`src/rtl/opcode_issue_seq_pkg.sv`:
```
// opcode_issue_seq_pkg: shared opcode map, instruction field slices and sequencer state encoding
package opcode_issue_seq_pkg;
  localparam logic [4:0] OP_ADD  = 5'b00000;
  localparam logic [4:0] OP_LW   = 5'b00001;
  localparam logic [4:0] OP_SW   = 5'b00010;
  localparam logic [4:0] OP_AND  = 5'b00100;
  localparam logic [4:0] OP_ANDI = 5'b00101;
  localparam logic [4:0] OP_SUB  = 5'b01000;
  localparam logic [4:0] OP_BNQ  = 5'b01001;
  localparam logic [4:0] OP_MUL  = 5'b01100;
  localparam logic [4:0] OP_DIV  = 5'b01101;
  localparam logic [4:0] OP_XOR  = 5'b01111;
  localparam logic [4:0] OP_NOP  = 5'b10000;
  localparam int OPC_MSB = 15;
  localparam int OPC_LSB = 11;
  localparam int OPR_W = 11;
  typedef logic [2:0] state_t;
  localparam state_t S_IDLE    = 3'd0;
  localparam state_t S_ISSUE   = 3'd1;
  localparam state_t S_MULTI   = 3'd2;
  localparam state_t S_BR_WAIT = 3'd3;
  localparam state_t S_FLUSH   = 3'd4;
  function automatic logic op_legal(input logic [4:0] op);
    return op inside {OP_ADD, OP_LW, OP_SW, OP_AND, OP_ANDI, OP_SUB, OP_BNQ, OP_MUL, OP_DIV, OP_XOR};
  endfunction
endpackage

```
`src/rtl/opcode_issue_seq_if.sv`:
```
// opcode_issue_seq_if: instruction fetch handshake, branch resolution and decoder issue bus
interface opcode_issue_seq_if;
  logic        ins_valid;
  logic [15:0] ins_data;
  logic        ins_ready;
  logic        op_valid;
  logic [4:0]  opcode;
  logic [10:0] operand;
  logic        br_resolve;
  logic        br_taken;
  logic        busy;
  logic        illegal;
  modport master (
    output ins_valid, ins_data, br_resolve, br_taken,
    input  ins_ready, op_valid, opcode, operand, busy, illegal
  );
  modport slave (
    input  ins_valid, ins_data, br_resolve, br_taken,
    output ins_ready, op_valid, opcode, operand, busy, illegal
  );
endinterface

```
`src/rtl/opcode_issue_seq_issue_fifo.sv`:
```
// issue_fifo: DEPTH x 16 show-ahead synchronous FIFO with synchronous clear
module issue_fifo #(
  parameter int DEPTH = 2,
  localparam int AW = $clog2(DEPTH),
  localparam int CW = AW + 1
) (
  input  logic          clk,
  input  logic          rst,
  input  logic          push,
  input  logic          pop,
  input  logic          clr,
  input  logic [15:0]   din,
  output logic [15:0]   dout,
  output logic [CW-1:0] count,
  output logic          full,
  output logic          empty
);
  logic [15:0] mem_q [DEPTH];
  logic [AW-1:0] wr_q, rd_q;
  logic [CW-1:0] cnt_q;
  always_ff @(posedge clk or posedge rst)
    if (rst) begin
      wr_q <= '0;
      rd_q <= '0;
      cnt_q <= '0;
    end else if (clr) begin
      wr_q <= '0;
      rd_q <= '0;
      cnt_q <= '0;
    end else begin
      wr_q <= wr_q + AW'(push);
      rd_q <= rd_q + AW'(pop);
      cnt_q <= cnt_q + CW'(push) - CW'(pop);
    end
  always_ff @(posedge clk)
    if (push && !clr) mem_q[wr_q] <= din;
  assign dout = mem_q[rd_q];
  assign count = cnt_q;
  assign full = cnt_q == CW'(DEPTH);
  assign empty = cnt_q == '0;
endmodule

```
`src/rtl/opcode_issue_seq.sv`:
```
// opcode_issue_seq: instruction issue sequencer with mul/div stalls and branch hold/flush; OPCODE_ISSUE_PERF_EN adds issue_cnt/stall_cnt
module opcode_issue_seq
  import opcode_issue_seq_pkg::*;
#(
  parameter int DEPTH = 2,
  parameter int MUL_CYC = 3,
  parameter int DIV_CYC = 8
) (
  input logic clk,
  input logic rst,
  opcode_issue_seq_if.slave bus
`ifdef OPCODE_ISSUE_PERF_EN
  ,
  output logic [15:0] issue_cnt,
  output logic [15:0] stall_cnt
`endif
);
  localparam int CW = $clog2(DEPTH) + 1;
  localparam int NW = $clog2((MUL_CYC > DIV_CYC ? MUL_CYC : DIV_CYC) + 1);
  state_t state_q, state_d;
  logic [NW-1:0] cnt_q, cnt_d;
  logic br_q, op_valid_q, illegal_q;
  logic legal, wait_br, can_try, issue, pop, push, fifo_push, full, empty, ready;
  logic [4:0] opcode_q, opcode_d, opc;
  logic [OPR_W-1:0] operand_q, operand_d;
  logic [15:0] dout, word;
  logic [CW-1:0] count;
  issue_fifo #(.DEPTH(DEPTH)) u_fifo (
    .clk(clk),
    .rst(rst),
    .push(fifo_push),
    .pop(pop),
    .clr(state_q == S_FLUSH),
    .din(bus.ins_data),
    .dout(dout),
    .count(count),
    .full(full),
    .empty(empty)
  );
  always_comb begin
    wait_br = state_q == S_BR_WAIT || (state_q == S_ISSUE && br_q);
    can_try = state_q == S_IDLE || (state_q == S_ISSUE && cnt_q == '0 && !br_q) ||
              (state_q == S_MULTI && cnt_q == '0) || (wait_br && bus.br_resolve && !bus.br_taken);
    pop = can_try && !empty;
    ready = !rst && state_q != S_FLUSH && (!full || pop);
    push = bus.ins_valid && ready;
    issue = can_try && (!empty || push);
    fifo_push = push && !(issue && empty);
    word = empty ? bus.ins_data : dout;
    opc = word[OPC_MSB:OPC_LSB];
    legal = op_legal(opc);
    opcode_d = legal ? opc : OP_NOP;
    operand_d = legal ? word[OPR_W-1:0] : '0;
    cnt_d = issue ? (opc == OP_MUL ? NW'(MUL_CYC - 1) : opc == OP_DIV ? NW'(DIV_CYC - 1) : '0)
          : cnt_q != '0 ? cnt_q - NW'(1) : '0;
    state_d = issue ? S_ISSUE
            : state_q == S_FLUSH ? S_IDLE
            : wait_br && !bus.br_resolve ? S_BR_WAIT
            : wait_br && bus.br_taken ? S_FLUSH
            : cnt_q != '0 ? S_MULTI : S_IDLE;
  end
  always_ff @(posedge clk or posedge rst)
    if (rst) begin
      state_q <= S_IDLE;
      cnt_q <= '0;
      br_q <= 1'b0;
      op_valid_q <= 1'b0;
      illegal_q <= 1'b0;
      opcode_q <= '0;
      operand_q <= '0;
    end else begin
      state_q <= state_d;
      cnt_q <= cnt_d;
      br_q <= issue && opc == OP_BNQ;
      op_valid_q <= issue;
      illegal_q <= issue && !legal;
      if (issue) begin
        opcode_q <= opcode_d;
        operand_q <= operand_d;
      end
    end
  assign bus.ins_ready = ready;
  assign bus.op_valid = op_valid_q;
  assign bus.opcode = opcode_q;
  assign bus.operand = operand_q;
  assign bus.illegal = illegal_q;
  assign bus.busy = count != '0 || state_q != S_IDLE;
`ifdef OPCODE_ISSUE_PERF_EN
  logic [15:0] issue_cnt_q, stall_cnt_q;
  always_ff @(posedge clk or posedge rst)
    if (rst) begin
      issue_cnt_q <= '0;
      stall_cnt_q <= '0;
    end else begin
      issue_cnt_q <= issue_cnt_q + 16'(issue);
      if ((state_q == S_MULTI || state_q == S_BR_WAIT) && stall_cnt_q != 16'hFFFF)
        stall_cnt_q <= stall_cnt_q + 16'd1;
    end
  assign issue_cnt = issue_cnt_q;
  assign stall_cnt = stall_cnt_q;
`endif
endmodule

```
`src/flat_wrapper.sv`:
```
// flat-port wrapper written by rule: the top's interface ports become plain ports
module opcode_issue_seq_flat import opcode_issue_seq_pkg::*;
#(
  parameter int DEPTH = 2,
  parameter int MUL_CYC = 3,
  parameter int DIV_CYC = 8
)
  (clk, rst, bus_ins_valid, bus_ins_data, bus_br_resolve, bus_br_taken, bus_ins_ready, bus_op_valid, bus_opcode, bus_operand, bus_busy, bus_illegal);
  opcode_issue_seq_if bus_i ();
  input logic clk;
  input logic rst;
  input wire logic [$bits(bus_i.ins_valid)-1:0] bus_ins_valid;
  input wire logic [$bits(bus_i.ins_data)-1:0] bus_ins_data;
  input wire logic [$bits(bus_i.br_resolve)-1:0] bus_br_resolve;
  input wire logic [$bits(bus_i.br_taken)-1:0] bus_br_taken;
  output wire logic [$bits(bus_i.ins_ready)-1:0] bus_ins_ready;
  output wire logic [$bits(bus_i.op_valid)-1:0] bus_op_valid;
  output wire logic [$bits(bus_i.opcode)-1:0] bus_opcode;
  output wire logic [$bits(bus_i.operand)-1:0] bus_operand;
  output wire logic [$bits(bus_i.busy)-1:0] bus_busy;
  output wire logic [$bits(bus_i.illegal)-1:0] bus_illegal;
  assign bus_i.ins_valid = bus_ins_valid;
  assign bus_i.ins_data = bus_ins_data;
  assign bus_i.br_resolve = bus_br_resolve;
  assign bus_i.br_taken = bus_br_taken;
  assign bus_ins_ready = bus_i.ins_ready;
  assign bus_op_valid = bus_i.op_valid;
  assign bus_opcode = bus_i.opcode;
  assign bus_operand = bus_i.operand;
  assign bus_busy = bus_i.busy;
  assign bus_illegal = bus_i.illegal;
  opcode_issue_seq #(.DEPTH(DEPTH), .MUL_CYC(MUL_CYC), .DIV_CYC(DIV_CYC)) u_core (.clk(clk), .rst(rst), .bus(bus_i));
endmodule
```
`config.mk`:
```
export PLATFORM = sky130hd
export DESIGN_NAME = opcode_issue_seq_flat
export DESIGN_NICKNAME = d
export VERILOG_FILES = /design/src/rtl/opcode_issue_seq_pkg.sv /design/src/rtl/opcode_issue_seq_if.sv /design/src/rtl/opcode_issue_seq_issue_fifo.sv /design/src/rtl/opcode_issue_seq.sv /design/src/flat_wrapper.sv
export SDC_FILE = /design/constraint.sdc
export NUM_CORES = 1
export LEC_CHECK = 0
export BUFFER_PORTS_ARGS = -buffer_cell sky130_fd_sc_hd__buf_2
export CORE_MARGIN = 5
export CORE_UTILIZATION = 61
export CTS_CLUSTER_SIZE = 14
export DETAILED_ROUTE_END_ITERATION = 8
export PLACE_DENSITY = 0.84
export SYNTH_ARGS = -nofsm -noshare
export SYNTH_HDL_FRONTEND = slang
export SYNTH_SLANG_ARGS = --single-unit
export TNS_END_PERCENT = 30
```
`constraint.sdc`:
```
create_clock -name clk -period 4.65 [get_ports clk]
set_clock_uncertainty 0.15 [all_clocks]
set_input_delay 0.2325 -clock clk [delete_from_list [all_inputs] [get_ports clk]]
set_output_delay 0.2325 -clock clk [all_outputs]
set_load 0.05 [all_outputs]
```
==> flow_summary.toml, run 1 <==
[placement]
place_hpwl_mm = 3.94
portBuffers = 40
gp_congestion = 0.785
dpl-instance-area_um2 = 3120
pre_cts_ws_ns = 1.62

[yosys]
synth_enable_flop_cells = 32
synth_cells = 235
async_flop_share_pct = 48.4
synthFlopType = "edfxtp_1"
ys_ff_latch = 62
synthDistinctLibCells = 52
syn_avg_cell_area_um2 = 12.4
synth_nets = 258
syn-cell-area_um2 = 2910
synth.yosys.warnings = 0
seq_area_frac_synth_pct = 58.9

[routing]
postRouteAntennaNets = 0
wirelength_mm = 6.00
drt_drc_violations_left = 0
vias_per_cell = 5.75
post_drt_wl_per_cell_um = 17.0
drtPass1Iterations = 4
drt_iter0_markers = 136
num_vias = 2029

[power]
p_leak_nw = 1.53
powerDensity_nw_per_um2 = 742
vdd_drop_max_mv = 0.580

[worst_hold_path]
min_path_cells = 2
holdCritPathClass = "primary input to flop"
hp-start = "bus_br_taken"
holdPathEnd = "u_core.state_q[2]$_DFF_PP0_"

[worst_setup_path]
max_stage_delay_ns = 0.60
required_ns = 4.71
crit_path_end_kind = "flop"
worstReg2RegStart = "u_core.cnt_q[1]$_DFF_PP0_"
slowest_stage = "or4_4"
crit_path_max_fanout = 5
r2r-end = "u_core.u_fifo.count[1]$_DFF_PP0_"
arrival_ns = 3.15
critPathLaunchType = "flop"
rrSetupSlack_ns = 1.56
crit_chain = "or4_4 -> a221oi_4 -> nand2_4 -> xor2_1 -> o21ai_0 -> ha_1 -> inv_1 -> ha_1 -> xor2_1 -> xnor2_1 -> nor2_1"
r2r.worst_path.cells = 11
worstSetupPathType = "flop to flop"

[timing]
drv_slew = 0
timing.fmax_ghz = 0.323
fin_ws_ns = 1.56
fin_setup_tns_ns = 0
finalCritPeriodShare_pct = 66.5
worst_pin_slew_ns = 0.891
finalSetupViolations = 0
relSlewSlack_pct = 40.6
rsz0062_at_grt = "false"
finalHoldViolCount = 0
period_needed_ns = 3.09
holdWs_ns = 0.0166

[layout]
antenna_cells = 0
layout-drive-gt1-share_pct = 26.8
nets = 317
final_area_um2 = 3530
area_growth_pct = 21.4
mostFrequentLayoutCells = "40 x buf_2, 32 x edfxtp_1, 30 x dfrtp_1"
fill_cells = 297
final_common_cell = "buf_2"

[floorplanning]
die-area_um2 = 6250
dieWidth_um = 79.0
die_y_um = 79.0
fp-row-count = 25
core_area_um2 = 4660
initial_core_util_pct = 62.4
io_pins = 41

[clock_network]
htree_levels = 3
insertion_delay_ns = 0.34
cts_buffers = 9
cts-root-buf = "clkbuf_8"
post_cts_buffers = 0
cts_tree = "yes"
ctsLongestPathBuffers = 2
clk_pin_slew_worst_paths_ns = 0.07
cts.sinks = 62

[grt]
antenna_found_initial = 0
grt-ovfl-total = 0
grt_util_all_layers_pct = 21.2
grt_pass1_vias = 2061
grt_pass1_wl_mm = 9.98
grt_max_degree = 31

[outcome]
status = "finished clean"

[flow_run]
max_cap_violations = 0
routing by layer:
layer / GRT usage, % / vias to the layer above / routed length (um)
li1: - / 984 / -
met1: 28.0 / 975 / 2670
met2: 32.4 / 49 / 2900
met3: 4.54 / 21 / 246
met4: 12.5 / 0 / 182
met5: 0 / - / 0
worst max-delay path by stage:
stage,start,endpoint
4_1_cts,u_core.u_fifo.rd_q$_DFF_PP0_,u_core.bus.operand[0]$_DFFE_PP0N_
2_1_floorplan,u_core.cnt_q[1]$_DFF_PP0_,bus_ins_ready
5_1_grt,u_core.cnt_q[0]$_DFF_PP0_,u_core.u_fifo.count[1]$_DFF_PP0_
6_report,u_core.cnt_q[1]$_DFF_PP0_,u_core.u_fifo.count[1]$_DFF_PP0_
3_5_place_dp,u_core.u_fifo.rd_q$_DFF_PP0_,u_core.bus.operand[5]$_DFFE_PP0N_
3_3_place_gp,u_core.cnt_q[1]$_DFF_PP0_,u_core.u_fifo.count[1]$_DFF_PP0_
final cells by class:
| class | count | area [um^2] | share of cell area [%] |
|---|---|---|---|
| clock buffers | 10 | 138 | 3.90 |
| clock inverters | 6 | 91.3 | 2.59 |
| inverters | 5 | 18.8 | 0.532 |
| multi-input cells | 155 | 1100 | 31.2 |
| flip-flops and latches | 62 | 1710 | 48.5 |
| well taps | 54 | 67.6 | 1.91 |
| repair buffers | 61 | 403 | 11.4 |
cell families after synthesis:
kind of cell,Yosys count,synth area share (%)
fa+ha+maj,2,0.860
xor+xnor,4,1.21
simple gates,77,13.4
buf+inv,18,3.31
mux,22,7.87
flops,62,58.9
compound gates,50,14.5
synth_stat cells (3+ instances only):
| master | number | share of area [%] |
|---|---|---|
| buf_2 | 5 | 0.86 |
| buf_6 | 3 | 1.2 |
| and2_1 | 4 | 0.86 |
| mux2i_1 | 17 | 5.9 |
| a21oi_1 | 16 | 2.8 |
| nand2b_1 | 3 | 0.65 |
| nand3_1 | 3 | 0.52 |
| o21ai_0 | 3 | 0.52 |
| edfxtp_1 | 32 | 33 |
| dfrtp_1 | 30 | 26 |
| nor3_1 | 5 | 0.86 |
| o41ai_1 | 3 | 0.90 |
| clkbuf_1 | 5 | 0.65 |
| inv_1 | 4 | 0.52 |
| nor3b_1 | 5 | 1.3 |
| nor2_1 | 23 | 3.0 |
| nand2_1 | 20 | 2.6 |
| o31ai_2 | 9 | 3.9 |
| mux2_2 | 3 | 1.2 |
through the flow:
stage                     util (%)  std cells  power (mW)
after floorplan                  -        235        1.86
after global placement        67.0        319        2.04
after detailed placement      67.0        319        2.07
after CTS                     75.7        353        2.63
after global routing          75.7        353        2.78
final                         75.7        353        2.62
state kept, by name (all words and copies together) (netlist names):
name,cells
u_core.bus.op_valid,1
u_core.u_fifo.mem_q,32
u_core.state_q,3
u_core.cnt_q,4
u_core.bus.opcode,5
u_core.bus.illegal,1
u_core.u_fifo.rd_q,1
u_core.bus.operand,11
u_core.u_fifo.wr_q,1
u_core.br_q,1
u_core.u_fifo.count,2
where the power goes:
group / internal (mW) / total [mW] / switching [mW]
sequential: 0.727 / 0.858 / 0.131
combinational: 0.436 / 1.22 / 0.788
clock: 0.320 / 0.537 / 0.217
total: 1.48 / 2.62 / 1.14
repair_timing:
item,CTS,global route
endpoints found under the setup margin,0,0
hold endpoints to repair,63,0
resized for setup,0,0
hold buffers,18,0
critical path: cells and delay by family (launching register included):
kind	cells	cell delay, ns
and+or+nand+nor	3	0.76
xor gates and xnor gates	3	0.58
AOI/OAI and AO/OA	2	0.55
DFF	1	0.43
buffers and inverters	1	0.06
adders and majority gates	2	0.44
Note: power is estimated with default switching activity, not from simulation.
==> run 2, diff against run 1 <==
- CORE_UTILIZATION: 61 -> 57
- PLACE_DENSITY: 0.84 -> 0.79
- clock period: 4.65 -> 3.25 ns (I/O delays scaled with it)
==> run 2 against run 1 <==
  * First-iteration DRC count grew 53%
  * Critical path depth is the same
  * Worst setup slack lost 1.3 ns
  * Fmax grew 2.1%
  * Final cell count grew 6.2%
  * Largest cell class unchanged
  * Register-to-register slack lost 1.3 ns
  * Via count grew 1.4%
  * Power grew 43%
  * Flip-flop and latch count is the same
==> flow_summary.toml, run 2 (synthesis gave the netlist of run 1 again) <==
[floorplanning]
core_area_um2 = 5040
initial_core_util_pct = 57.7
dieWidth_um = 81.4
die-area_um2 = 6630
die_y_um = 81.4
io_pins = 41
fp-row-count = 26

[routing]
num_vias = 2058
postRouteAntennaNets = 0
wirelength_mm = 6.07
vias_per_cell = 5.49
drt_iter0_markers = 208
drtPass1Iterations = 5
drt_drc_violations_left = 0
post_drt_wl_per_cell_um = 16.2

[layout]
largest_register_ffs = 32
final_core_util_pct = 71.0
antenna_cells = 0
final_cells = 375
nets = 323
mostFrequentLayoutCells = "40 x buf_2, 32 x edfxtp_1, 30 x dfrtp_1"
top_register = "u_core.u_fifo.mem_q"
final_common_cell = "buf_2"
area_growth_pct = 23.1
layout-drive-gt1-share_pct = 27.2

[timing]
relSlewSlack_pct = 61.3
drv_slew = 0
period_needed_ns = 3.03
fin_setup_tns_ns = 0
finalHoldViolCount = 0
rsz0062_at_grt = "false"
worst_pin_slew_ns = 0.581
timing.fmax_ghz = 0.330
finalSetupViolations = 0
finalCritPeriodShare_pct = 93.2

[grt]
grt_pass1_vias = 1998
grt_max_degree = 31
grt_pass1_wl_mm = 9.86
grt_util_all_layers_pct = 20.3
antenna_found_initial = 0
grt-ovfl-total = 0

[clock_network]
insertion_delay_ns = 0.33
cts-root-buf = "clkbuf_8"
ctsLongestPathBuffers = 2
clk_pin_slew_worst_paths_ns = 0.07
htree_levels = 3
cts_buffers = 9
cts.sinks = 62
cts_tree = "yes"

[worst_setup_path]
required_ns = 3.30
crit_chain = "or4_4 -> a221oi_4 -> nand2_4 -> xor2_2 -> o21ai_1 -> ha_1 -> inv_1 -> ha_1 -> xor2_1 -> xnor2_1 -> nor2_1"
arrival_ns = 3.07
crit_top_cell = "ha_1"
crit_path_end_kind = "flop"
crit_path_max_fanout = 6
worstSetupPathType = "flop to flop"
critPathLaunchType = "flop"
slowest_stage = "or4_4"
max_stage_delay_ns = 0.59

[placement]
dpl.cell_count = 340
place_hpwl_mm = 3.93
gp_congestion = 0.763
portBuffers = 40

[worst_hold_path]
holdCritPathClass = "flop to flop"

[flow_run]
max_cap_violations = 0

[power]
p_clk_share_pct = 18.5
p_leak_nw = 1.54
p_seq_share_pct = 32.2
vdd_drop_max_mv = 0.648
pwr-share-comb_pct = 49.3
powerDensity_nw_per_um2 = 1050
power.internal_mw = 2.10
p_sw_mw = 1.64
swShare_pct = 43.8

[outcome]
status = "finished clean"
## run 2: cell count changes in the layout (fill, tap and decap cells not counted), sizes merged
cell	delta
buf	+5
dlygate4sd3	+1
inv	-2
clkbuf	+3
bufinv	-1
## run 2: metal layers
metal  track usage [%]  vias up  wire length, um
li1                  -      992                -
met1              28.7     1005             2820
met2              30.3       53             2870
met3              4.50        8              276
met4              8.61        0               98
met5                 0        -                0
## run 2: layout make-up
class	count	area [um^2]
Tap cell	70	87.6
Inverter	5	18.8
Multi-Input combinational cell	155	1110
Timing Repair Buffer	67	450
Fill cell	364	1460
Clock buffer	13	160
Clock inverter	3	43.8
Sequential cell	62	1710
## run 2: power groups by stage
stage               logic (mW)  clock network (mW)  registers, mW
global placement          1.76                   0           1.20
detailed placement        1.80                   0           1.21
finish                    1.84               0.691           1.21
CTS                       1.83               0.704           1.20
global route              2.02               0.744           1.23
floorplan                 1.30                   0           1.36
## run 2: what timing repair did
| item | CTS | global route |
|---|---|---|
| resized for setup | 0 | 2 |
| setup endpoints to repair | 0 | 1 |
| setup buffers | 0 | 0 |
| hold buffers | 19 | 0 |
| hold endpoints to repair | 64 | 0 |
## run 2: stage by stage
stage	total power [mW]	setup WS, ns	area, um^2	hold slack [ns]
after floorplan	2.66	0.288	2910	0.109
final	3.74	0.222	3580	0.333
after global placement	2.97	0.319	3180	0.138
after detailed placement	3.01	0.182	3180	0.144
after global routing	3.99	0.0668	3580	0.365
after CTS	3.74	0.151	3570	0.331
## run 2: worst paths after layout
| check | start | endpoint | slack [ns] | depth (start not counted) |
|---|---|---|---|---|
| setup / recovery | u_core.cnt_q[0]$_DFF_PP0_ | u_core.u_fifo.count[1]$_DFF_PP0_ | 0.22 | 11 |
| hold reg to reg | u_core.bus.operand[0]$_DFFE_PP0N_ | u_core.bus.operand[0]$_DFFE_PP0N_ | 0.33 | 2 |
| setup reg to reg | u_core.cnt_q[0]$_DFF_PP0_ | u_core.u_fifo.count[1]$_DFF_PP0_ | 0.22 | 11 |
| hold / removal | u_core.bus.operand[0]$_DFFE_PP0N_ | u_core.bus.operand[0]$_DFFE_PP0N_ | 0.33 | 2 |
| min in group asynchronous | rst | u_core.bus.opcode[2]$_DFFE_PP0N_ | 0.34 | 4 |
| max in group asynchronous | rst | u_core.bus.opcode[3]$_DFFE_PP0N_ | 2.32 | 4 |
## run 2: critical path, delay by kind of cell (launching register included)
kind                       cells  cell delay (ns)
DFF                            1             0.44
buffers and inverters          1             0.04
and+or+nand+nor                3             0.78
adders and majority gates      2             0.47
AOI/OAI and AO/OA              2             0.51
xor gates and xnor gates       3             0.52
==> run 3, diff against run 2 <==
- CORE_UTILIZATION: 57 -> 56
- PLACE_DENSITY: 0.79 -> 0.83
- SYNTH_HIERARCHICAL: default -> 1
==> run 3 against run 2 <==
  * Sequential share of layout area rose by 1.7 points
  * Sequential power decreased by 4%
  * Final cell count fell by 8.0%
  * Fmax rose by 6.2%
  * Worst hold slack got worse by 0.22 ns
  * Die area shrank 1.3%
  * Synthesized cell count shrank 13%
  * First-iteration DRC count fell by 33%
==> flow_summary.toml, run 3 <==
[power]
p_clk_share_pct = 17.3
vdd_drop_max_mv = 0.542
swShare_pct = 41.5
p_sw_mw = 1.41
pwr-share-comb_pct = 48.5
powerDensity_nw_per_um2 = 981
p_seq_share_pct = 34.1
power.internal_mw = 1.98
p_leak_nw = 1.48

[worst_setup_path]
crit_path_end_kind = "flop"
rrSetupSlack_ns = 0.40
required_ns = 3.13
worstSetupPathType = "flop to flop"
slowest_stage = "nor4_1"
max_stage_delay_ns = 0.52
critPathLaunchType = "flop"
arrival_ns = 2.73
crit_chain = "nor4_1 -> nand2b_1 -> o32a_4 -> a211oi_1 -> nor3b_2 -> buf_4"
crit_path_max_fanout = 17

[routing]
postRouteAntennaNets = 0
vias_per_cell = 5.41
wirelength_mm = 5.81
drt_drc_violations_left = 0
post_drt_wl_per_cell_um = 16.8
num_vias = 1866
drt_iter0_markers = 139
drtPass1Iterations = 4

[yosys]
synth_most_common_cell = "edfxtp_1"
syn-cell-area_um2 = 2810
synth-compound-area-share_pct = 8.71
synth_top_family_by_area = "multiplexers"
synthFlopType = "edfxtp_1"
synth_area_leaders = "edfxtp_1 34%, dfrtp_1 27%, mux2i_1 6.4%"
synth-adder-area-share_pct = 0.889
synth.top_cell.area_share_pct = 34.1
muxShareOfSynthArea_pct = 15.6
yosys.area_share.simple_pct = 8.54
ys_ff_latch = 62
synth-xor-area-share_pct = 1.42
synth_enable_flop_cells = 32
yosys.area.top_type = "edfxtp_1"
synthDistinctLibCells = 41
async_flop_share_pct = 48.4
synth_nets = 227
synth_cells = 204
ys_top_cells_by_count = "32 x edfxtp_1, 30 x dfrtp_1, 18 x mux2i_1"
syn_avg_cell_area_um2 = 13.8
synth.yosys.warnings = 6
seq_area_frac_synth_pct = 60.8

[timing]
timing.fmax_ghz = 0.351
drv_slew = 0
period_needed_ns = 2.85
finalSetupViolations = 0
finalHoldViolCount = 0
fin_setup_tns_ns = 0
fin_ws_ns = 0.399
relSlewSlack_pct = 64.9
worst_pin_slew_ns = 0.522
rsz0062_at_grt = "false"
finalCritPeriodShare_pct = 87.7

[floorplanning]
initial_core_util_pct = 58.8
die-area_um2 = 6540
die_y_um = 80.9
core_area_um2 = 4790
fp-row-count = 25
dieWidth_um = 80.9
io_pins = 41

[layout]
final_core_util_pct = 72.2
final_cells = 345
final_area_um2 = 3450
mostFrequentLayoutCells = "40 x buf_2, 32 x edfxtp_1, 30 x dfrtp_1"
top_register = "u_core/u_fifo/mem_q"
nets = 296
largest_register_ffs = 32
final_common_cell = "buf_2"
layout-drive-gt1-share_pct = 32.4
area_growth_pct = 22.7
fill_cells = 312
antenna_cells = 0

[flow_run]
max_cap_violations = 0

[clock_network]
cts_buffers = 9
cts_tree = "yes"
htree_levels = 3
clk_pin_slew_worst_paths_ns = 0.07
cts.sinks = 62
ctsLongestPathBuffers = 2
insertion_delay_ns = 0.34
cts-root-buf = "clkbuf_8"

[placement]
portBuffers = 40
place_hpwl_mm = 3.82
dpl-instance-area_um2 = 3090
dpl.cell_count = 310
pre_cts_ws_ns = 0.445
gp_congestion = 0.819

[grt]
grt_pass1_wl_mm = 9.42
use_met3_pct = 4.88
grt_util_all_layers_pct = 19.6
met1_usage_pct = 24.1
grt-ovfl-total = 0
gr-usage-met2_pct = 32.2
grt_pass1_vias = 1936
grt_busiest_layer = "met2"
antenna_found_initial = 0
grt_max_degree = 28

[worst_hold_path]
holdCritPathClass = "primary input to asynchronous set/reset pin"

[outcome]
status = "finished clean"
[run 3: logic make-up (layout without fill, tap and decap cells)]
family / after synthesis / in the layout
and+or+nand+nor: 44 / 44
buffers and inverters: 18 / 92
DFF: 62 / 62
AOI/OAI and AO/OA: 37 / 37
muxes: 38 / 38
xor gates and xnor gates: 3 / 3
adders and majority gates: 2 / 2
[run 3: final timing paths]
kind,startpoint,endpoint,cells past startpoint
worst max-delay path,u_core/cnt_q[1]$_DFF_PP0_,u_core/u_fifo/mem_q[0][12]$_DFFE_PP_,6
min in group clk,bus_ins_valid,u_core/u_fifo/wr_q$_DFF_PP0_,5
worst min-delay path,rst,u_core/u_fifo/count[1]$_DFF_PP0_,3
max in group asynchronous,rst,u_core/cnt_q[3]$_DFF_PP0_,4
worst min register to register,u_core/bus.opcode[3]$_DFFE_PP0P_,u_core/bus.opcode[3]$_DFFE_PP0P_,1
worst max register to register,u_core/cnt_q[1]$_DFF_PP0_,u_core/u_fifo/mem_q[0][12]$_DFFE_PP_,6
[run 3: per-stage QoR]
step	power (mW)	hold WS, ns
after detailed placement	2.79	-0.0696
after global placement	2.73	-0.0818
after CTS	3.39	0.110
after global routing	3.58	0.139
after floorplan	2.47	-0.221
final	3.39	0.113
[run 3: what timing repair did]
item                                   in CTS  in global routing
gates resized for setup                     0                  0
setup buffers                               0                  0
hold buffers                               19                  0
endpoints found under the hold margin      65                  0
[run 3: worst max-delay path, delay by kind of cell (launching register included)]
kind	cells	cell delay [ns]
buffers and inverters	1	0.28
AO/OA/AOI/OAI	2	0.80
flip-flops	1	0.41
AND/OR/NAND/NOR	3	0.91
[run 3: cell type report]
class	instances	area [um^2]	share of cell area, %
timing repair buffer	67	450	13.0
clock inverter	6	36.3	1.05
multi-input combinational	124	997	28.9
tap	67	83.8	2.43
inverter	9	36.3	1.05
sequential	62	1710	49.6
clock buffer	10	138	3.99
[run 3: layer usage]
metal  vias to the layer above  routed length, um
li1                        900                  -
met1                       904               2530
met2                        51               2940
met3                        11                238
met4                         0                102
met5                         -                  0
[run 3: power by group through the flow]
stage | clock network (mW) | registers (mW) | logic, mW
after detailed placement | 0 | 1.17 | 1.62
after floorplan | 0 | 1.35 | 1.12
after global routing | 0.629 | 1.18 | 1.77
after CTS | 0.599 | 1.15 | 1.64
final | 0.586 | 1.16 | 1.64
after global placement | 0 | 1.16 | 1.58
